<file path="config.mk">
export PLATFORM = sky130hd
export DESIGN_NAME = muldiv_sequencer
export DESIGN_NICKNAME = d
export VERILOG_FILES = /design/src/rtl/muldiv_sequencer.sv
export SDC_FILE = /design/constraint.sdc
export NUM_CORES = 1
export LEC_CHECK = 0
export CORE_MARGIN = 1
export CORE_UTILIZATION = 39
export CTS_CLUSTER_DIAMETER = 150
export DETAILED_ROUTE_END_ITERATION = 10
export GPL_ROUTABILITY_DRIVEN = 1
export PLACE_DENSITY = 0.77
export REMOVE_ABC_BUFFERS = 1
export SYNTH_ARGS = -nofsm -noshare
export SYNTH_HDL_FRONTEND = slang
export SYNTH_SLANG_ARGS = --single-unit
</file>
<file path="constraint.sdc">
create_clock -name clock_in -period 1.4 [get_ports clock_in]
set_input_delay 0.14 -clock clock_in [delete_from_list [all_inputs] [get_ports clock_in]]
set_output_delay 0.14 -clock clock_in [all_outputs]
set_load 0.005 [all_outputs]
</file>
<file path="src/rtl/muldiv_sequencer.sv">
// Iterative 32x32 unsigned multiply / divide sequencer driving a shared external ALU.
// Define MULDIV_DIV_EN to build the divide datapath; otherwise DIV requests complete as illegal.
module muldiv_sequencer (
  input  logic        clock_in,
  input  logic        reset_in,
  input  logic        req_valid,
  output logic        req_ready,
  input  logic        req_op,
  input  logic [31:0] req_a,
  input  logic [31:0] req_b,
  output logic        resp_valid,
  input  logic        resp_ready,
  output logic [31:0] resp_lo,
  output logic [31:0] resp_hi,
  output logic        resp_illegal,
  output logic [31:0] seq_alu_a,
  output logic [31:0] seq_alu_b,
  output logic [3:0]  seq_alu_opcode,
  input  logic [31:0] seq_alu_result
);

  typedef enum logic [1:0] {IDLE, RUN, DONE} state_t;

  localparam logic [3:0] ALU_ADD = 4'b0000;
  localparam logic [3:0] ALU_SUB = 4'b1000;

  state_t      state_q;
  logic [5:0]  cnt_q;
  // hi/lo hold acc_hi/acc_lo for MUL and rem/quo for DIV; opnd is mcand or dvsr
  logic [31:0] hi_q;
  logic [31:0] lo_q;
  logic [31:0] opnd_q;
  logic [31:0] mul_sum;
  logic        mul_carry;
`ifdef MULDIV_DIV_EN
  logic        op_q;
  logic [31:0] div_t;
  logic        div_ge;
`endif

  assign resp_lo = lo_q;
  assign resp_hi = hi_q;

  always_comb begin
    mul_sum        = lo_q[0] ? seq_alu_result : hi_q;
    mul_carry      = lo_q[0] && (seq_alu_result < hi_q);
`ifdef MULDIV_DIV_EN
    div_t          = {hi_q[30:0], lo_q[31]};
    div_ge         = hi_q[31] || (div_t >= opnd_q);
`endif
    seq_alu_a      = '0;
    seq_alu_b      = '0;
    seq_alu_opcode = ALU_ADD;
    if (state_q == RUN) begin
`ifdef MULDIV_DIV_EN
      if (op_q) begin
        seq_alu_a      = div_t;
        seq_alu_b      = opnd_q;
        seq_alu_opcode = ALU_SUB;
      end else begin
        seq_alu_a      = hi_q;
        seq_alu_b      = opnd_q;
      end
`else
      seq_alu_a = hi_q;
      seq_alu_b = opnd_q;
`endif
    end
  end

  always_ff @(posedge clock_in) begin
    if (reset_in) begin
      state_q      <= IDLE;
      req_ready    <= 1'b1;
      resp_valid   <= 1'b0;
      resp_illegal <= 1'b0;
      cnt_q        <= '0;
      hi_q         <= '0;
      lo_q         <= '0;
      opnd_q       <= '0;
`ifdef MULDIV_DIV_EN
      op_q         <= 1'b0;
`endif
    end else begin
      case (state_q)
        IDLE: begin
          if (req_valid) begin
            cnt_q        <= '0;
            resp_illegal <= 1'b0;
            req_ready    <= 1'b0;
            if (!req_op) begin
              hi_q    <= '0;
              lo_q    <= req_b;
              opnd_q  <= req_a;
              state_q <= RUN;
`ifdef MULDIV_DIV_EN
              op_q    <= 1'b0;
`endif
            end else begin
`ifdef MULDIV_DIV_EN
              op_q   <= 1'b1;
              opnd_q <= req_b;
              if (req_b == '0) begin
                lo_q       <= '1;
                hi_q       <= req_a;
                resp_valid <= 1'b1;
                state_q    <= DONE;
              end else begin
                lo_q    <= req_a;
                hi_q    <= '0;
                state_q <= RUN;
              end
`else
              lo_q         <= '0;
              hi_q         <= '0;
              resp_illegal <= 1'b1;
              resp_valid   <= 1'b1;
              state_q      <= DONE;
`endif
            end
          end
        end
        RUN: begin
          cnt_q <= cnt_q + 6'd1;
`ifdef MULDIV_DIV_EN
          if (op_q) begin
            hi_q <= div_ge ? seq_alu_result : div_t;
            lo_q <= {lo_q[30:0], div_ge};
          end else begin
            {hi_q, lo_q} <= {mul_carry, mul_sum, lo_q[31:1]};
          end
`else
          {hi_q, lo_q} <= {mul_carry, mul_sum, lo_q[31:1]};
`endif
          if (cnt_q == 6'd31) begin
            resp_valid <= 1'b1;
            state_q    <= DONE;
          end
        end
        DONE: begin
          if (resp_ready) begin
            resp_valid <= 1'b0;
            req_ready  <= 1'b1;
            state_q    <= IDLE;
          end
        end
        default: begin
          resp_valid <= 1'b0;
          req_ready  <= 1'b1;
          state_q    <= IDLE;
        end
      endcase
    end
  end

endmodule
</file>
==> results of run 1 <==
[state kept, by name (all words and copies together), names as in the netlist]
register      count
opnd_q           32
state_q           2
resp_illegal      1
resp_hi          32
req_ready         1
resp_valid        1
cnt_q             6
resp_lo          32
[critical path, cell delays in order (launching register included)]
cell,delay (ns)
dfxtp_1,0.35
inv_1,0.08
ha_1,0.34
a21oi_1,0.23
o21ai_0,0.17
a221oi_1,0.40
nand3_1,0.15
o21ai_1,0.16
[stage by stage]
stage	hold slack, ns	setup WS (ns)	cell area, µm²	utilization (%)	instances
after floorplan	0.209	-3.10	5490	-	698
after global placement	0.437	-0.415	8980	62.0	1223
after detailed placement	0.442	-0.482	8980	62.0	1223
after CTS	0.136	-0.315	10600	73.0	1297
after global routing	0.150	-0.581	11600	79.8	1314
final	0.146	-0.555	11600	79.8	1314
[cell type report]
| type | instances | area [µm²] |
|---|---|---|
| clock inverters | 5 | 60.1 |
| inverters | 35 | 131 |
| repair buffers | 416 | 4210 |
| fillers | 833 | 2930 |
| well taps | 184 | 230 |
| multi-input cells | 556 | 4490 |
| flip-flops and latches | 107 | 2190 |
| clock buffers | 11 | 243 |
[placed cells by master (no fill, tap or decap), types with 21 or more instances in the layout]
cell type | Yosys | layout
buf_6 | 0 | 39
buf_2 | 23 | 45
nand2_4 | 0 | 43
buf_4 | 4 | 111
nor2_2 | 1 | 22
mux2i_1 | 35 | 35
a211oi_2 | 0 | 23
dfxtp_1 | 107 | 77
buf_12 | 0 | 21
inv_1 | 35 | 35
clkdlybuf4s50_1 | 0 | 121
nor2_1 | 142 | 111
a21oi_2 | 0 | 56
nor3_1 | 36 | 30
nor3b_2 | 0 | 23
a21oi_1 | 79 | 23
dlygate4sd2_1 | 0 | 41
dfxtp_2 | 0 | 27
ha_1 | 32 | 31
[routing by layer]
layer | wire length, µm | share of wire, %
met1 | 10300 | 38
met2 | 13800 | 51
met3 | 1700 | 6.3
met4 | 1360 | 5.0
met5 | 0 | 0
[kinds of logic (layout without fill, tap and decap cells)]
logic type | count (synthesis) | count (layout) | share of synthesized area [%]
compound gates | 144 | 144 | 15.2
fa+ha+maj | 32 | 32 | 6.96
buf+inv | 95 | 467 | 6.96
flops | 107 | 107 | 37.2
mux | 35 | 35 | 6.09
other cells | 1 | 4 | 0.0652
simple gates | 341 | 341 | 27.5
[what timing repair did]
item	4_1_cts	5_1_grt
pin swaps	46	107
setup endpoints to repair	174	188
gates resized for setup	494	253
cloned	19	4
buffers inserted	42	22
[where the power goes]
part           internal [µW]  switching [µW]  total, µW  leakage [µW]
Sequential              3290             228       3520      0.000887
Combinational           2350            2050       4400       0.00387
Clock                   1450            1270       2710      0.000146
[worst min path at each step]
stage	from	end	slack [ns]
after floorplan	reset_in	cnt_q[4]	0.21
after global placement	opnd_q[11]	opnd_q[11]	0.44
after detailed placement	opnd_q[11]	opnd_q[11]	0.44
after CTS	reset_in	resp_hi[3]	0.14
after global routing	reset_in	resp_hi[1]	0.15
final	reset_in	opnd_q[10]	0.15
==> out/results.tsv, run 1 <==
metric	value	unit
clk_pin_slew	0.08	ns
core	0.0145	mm²
grt-busiest-layer	met2	
area_delta_synth_final	101	%
cp-end-kind	flop	
h-tree-depth	3	
slew_viol_final	0	
leakage	0.00491	µW
synth_edf_count	0	
grt_pass1_wl	35100	µm
status	finished with violations	
crit_start	resp_hi[17]	
die_w	123	µm
clock_path_buffers	2	
grt_pass1_vias	6730	
netlist_area	0.00575	mm²
yosysUniqueCellTypes	39	
r2r-start	resp_hi[17]	
yosysSeqAreaShare	37.2	%
cp-start-kind	flop	
via_count	7245	
antennaDiodeCount	0	
synthArstFlopShare	0	%
yosysTopAreaCell	dfxtp_1	
port_buffers	231	
fin_nets	1258	
power	10600	µW
rsz0062_at_grt	yes	
cp.required	1.69	ns
grt_max_degree	29	
setup_violations	175	
initial_core_util	39.7	%
max-cap-violations	0	
detailed_place_hpwl	13500	µm
cts_tree	built	
fin_crit_sh	140	%
hold_depth	2	
fin_tns_setup	-41.11	ns
fin_skew	0.0128	ns
antenna_found_initial	0	
syn_area_per_cell	7.62	µm²
drc_errors	0	
ys_warn_count	0	
place_congestion	0.854	
drive_gt1_share	47.2	%
endpoint	resp_hi[31]	
period_minus_slack	1.95	ns
avgViaCountPerCell	5.51	
die_h	123	µm
yosysMostFrequentCell	nor2_1	
use_met3	6.46	%
synth_area_leaders	dfxtp_1 (37%), nor2_1 (9.3%), ha_1 (7.0%)	
grt_usage	30.5	%
die_area	0.0152	mm²
r2r_end	resp_hi[31]	
routed_wl	27100	µm
rows	44	
yosys-top-cells-count	nor2_1 (142), dfxtp_1 (107), a21oi_1 (79), nand2_1 (77), nor3_1 (36)	
grt_overflow	0	
io-pin-count	236	
post_drt_wl_per_cell	20.6	µm
synth_seq_cells	107	
synth_top_area_share	37.2	%
r2r_cells	7	
hp-class	in2reg	
cp.arrival	2.25	ns
grt_util_met2	53.7	%
netlist_instances	755	
clock_latency	0.36	ns
grt_use_met1	34.8	%
hold_viol_final	0	
setup_slack	-0.555	ns
cts_buffers	9	
synth-main-ff-cell	dfxtp_1	
max_clock_freq	512	MHz
ant_nets	0	
path_max_fanout	2	
hold_buffers	0	
clockRootBuffer	clkbuf_16	
drt_iter0_drc	481	
dr.pass1.iters	5	
critPathKind	reg2reg	
rrSetupSlack	-0.55	ns
ir_drop	0.000660	V
violations	negative setup slack	
cts.sinks	107	
powerDensity	920	mW/mm²
(Power assumes the default switching activity.)
==> run 2, diff against run 1 <==
--- a/config.mk
+++ b/config.mk
@@ -6,12 +6,13 @@
 export NUM_CORES = 1
 export LEC_CHECK = 0
 export CORE_MARGIN = 1
-export CORE_UTILIZATION = 39
+export CORE_UTILIZATION = 45
 export CTS_CLUSTER_DIAMETER = 150
 export DETAILED_ROUTE_END_ITERATION = 10
 export GPL_ROUTABILITY_DRIVEN = 1
-export PLACE_DENSITY = 0.77
+export PLACE_DENSITY = 0.83
 export REMOVE_ABC_BUFFERS = 1
+export SLEW_MARGIN = 20
 export SYNTH_ARGS = -nofsm -noshare
 export SYNTH_HDL_FRONTEND = slang
 export SYNTH_SLANG_ARGS = --single-unit
==> constraint.sdc (replaced) <==
create_clock -name clock_in -period 2.4 [get_ports clock_in]
set_input_delay 0.24 -clock clock_in [delete_from_list [all_inputs] [get_ports clock_in]]
set_output_delay 0.24 -clock clock_in [all_outputs]
set_load 0.005 [all_outputs]
==> run 2 against run 1 <==
  * Clock power decreased by 43%
  * Final area decreased by 26%
  * Power decreased by 54%
  * Combinational power decreased by 71%
  * The run now ends clean
  * Worst hold slack improved by 0.16 ns
  * Utilization decreased by 9.7 points
==> out/results.tsv, run 2 (synthesis results as in run 1) <==
metric	value	unit	change
antenna_found_initial	0		unchanged
switching_share	29.7	%	was 33.3%
max_clock_freq	456	MHz	
fin_nets	1095		was 1258
path_max_fanout	29		was 2
final_common_cell	clkdlybuf4s50_1		unchanged
max-cap-violations	0		unchanged
internal-power	3410	µW	was 7090 µW
period_minus_slack	2.19	ns	
core	0.0122	mm²	was 0.0145 mm²
cp-end-kind	output port		was flop
area_delta_synth_final	48.7	%	was 101%
setup_violations	0		was 175
drive_gt1_share	4.65	%	was 47.2%
die_h	115	µm	was 123 µm
hold_viol_final	0		unchanged
avgViaCountPerCell	5.10		was 5.51
hp-class	in2reg		unchanged
initial_core_util	47.1	%	was 39.7%
post_drt_wl_per_cell	14.6	µm	was 20.6 µm
port_buffers	231		unchanged
grt_util_met2	42.6	%	was 53.7%
fin_skew	0.00694	ns	was 0.0128 ns
grt-busiest-layer	met2		unchanged
grt_overflow	0		unchanged
grt_use_met1	30.3	%	was 34.8%
clock_path_buffers	2		unchanged
cp-start-kind	flop		unchanged
drt_iter0_drc	366		was 481
fin_crit_sh	91.4	%	
power	4850	µW	was 10600 µW
cp.arrival	1.95	ns	was 2.25 ns
final_cell_mix	clkdlybuf4s50_1 (230), nor2_1 (142), dfxtp_1 (106), a21oi_1 (79), nand2_1 (77)		was clkdlybuf4s50_1 (121), nor2_1 (111), buf_4 (111), dfxtp_1 (77), a21oi_2 (56)
fin_tns_setup	0	ns	was -41.11 ns
cts_tree	built		unchanged
p_clk_share	31.8	%	was 25.5%
drc_errors	0		unchanged
dp_cells	1119		was 1223
die_area	0.0132	mm²	was 0.0152 mm²
rsz0062_at_grt	no		was yes
slew_viol_final	0		unchanged
grt_max_degree	65		was 29
antennaDiodeCount	0		unchanged
rows	40		was 44
place_congestion	0.868		was 0.854
grt_pass1_vias	5420		was 6730
clockRootBuffer	clkbuf_16		unchanged
seq_area	0.00214	mm²	was 0.00219 mm²
io-pin-count	236		unchanged
cp.required	2.16	ns	was 1.69 ns
ir_drop	0.000434	V	was 0.000660 V
cts.sinks	107		unchanged
netSwitchingPower	1440	µW	was 3540 µW
pre_cts_ws	0.469	ns	was -0.482 ns
detailed_place_hpwl	11900	µm	was 13500 µm
use_met3	8.59	%	was 6.46%
grt_pass1_wl	26500	µm	was 35100 µm
critPathKind	reg2out		was reg2reg
fin_cells	1135		was 1314
hold_buffers	0		unchanged
status	finished clean		was finished with violations
via_count	5790		was 7245
utilization	70.1	%	was 79.8%
dr.pass1.iters	5		unchanged
ctsResizeCount	0		was 494
powerDensity	567	mW/mm²	was 920 mW/mm²
ant_nets	0		unchanged
clock_latency	0.35	ns	was 0.36 ns
die_w	115	µm	was 123 µm
seqPwrFrac	42.0	%	was 33.1%
clk_pin_slew	0.07	ns	was 0.08 ns
h-tree-depth	3		unchanged
cts_post_setup_buffers_inserted	0		was 42
multi_input_area	0.00325	mm²	was 0.00449 mm²
setup_slack	0.205	ns	was -0.555 ns
grt_usage	25.2	%	was 30.5%
fillers	1025		was 833
cts_buffers	9		unchanged
p_comb_share	26.2	%	was 41.4%
routed_wl	16600	µm	was 27100 µm
leakage	0.00307	µW	was 0.00491 µW
[run 2: cell types whose count changed in the layout (fill, tap and decap cells not counted), moves of 25 or more]
cell / delta
dfxtp_2: -26
nand2_1: +62
nor3b_1: +32
buf_6: -39
nand2_4: -43
nor2_1: +31
a21oi_2: -56
a211oi_1: +25
a21oi_1: +56
buf_2: -45
dfxtp_1: +29
buf_4: -91
dlygate4sd2_1: -41
clkdlybuf4s50_1: +109
[run 2: final timing paths]
check              from      endpoint  slack (ns)  depth (start not counted)
max          state_q[0]  seq_alu_a[0]        0.21                          4
min            reset_in    resp_hi[4]        0.30                          2
max reg2reg  state_q[0]    resp_lo[1]        0.62                          6
min reg2reg   opnd_q[0]     opnd_q[0]        0.45                          2
[run 2: power groups by stage]
stage                     clock (µW)  combinational [µW]  sequential (µW)
after floorplan                    0                 578             2080
after global placement             0                1250             2070
after detailed placement           0                1270             2080
after CTS                       1580                1280             2040
after global routing            1630                1410             2060
final                           1540                1270             2040
[run 2: stage by stage]
step / hold WS [ns] / area, µm²
after floorplan: 0.309 / 5490
after global placement: 0.437 / 8250
after detailed placement: 0.443 / 8250
after CTS: 0.299 / 8550
after global routing: 0.317 / 8550
final: 0.304 / 8550
[run 2: cell type report]
type                       instances  area share, %
clock buffer                      10           2.79
clock inverter                     6          0.819
inverter                          35           1.54
multi-input combinational        556           38.0
sequential                       107           25.1
tap                              168           2.46
timing repair buffer             253           29.4
[run 2: critical path, stage by stage, from the launching register on]
cell             delay (ns)
dfxtp_1                0.43
nor2b_4                0.19
buf_4                  0.28
and2_1                 0.17
clkdlybuf4s50_1        0.52
[run 2: routing by layer]
metal  vias to the layer above  share of wire, %  routed length, µm
met2                       179                47               7820
met5                         -                 0                  0
met3                        18               8.6               1430
li1                       2961                 -                  -
met1                      2632                43               7060
met4                         0               1.5                245
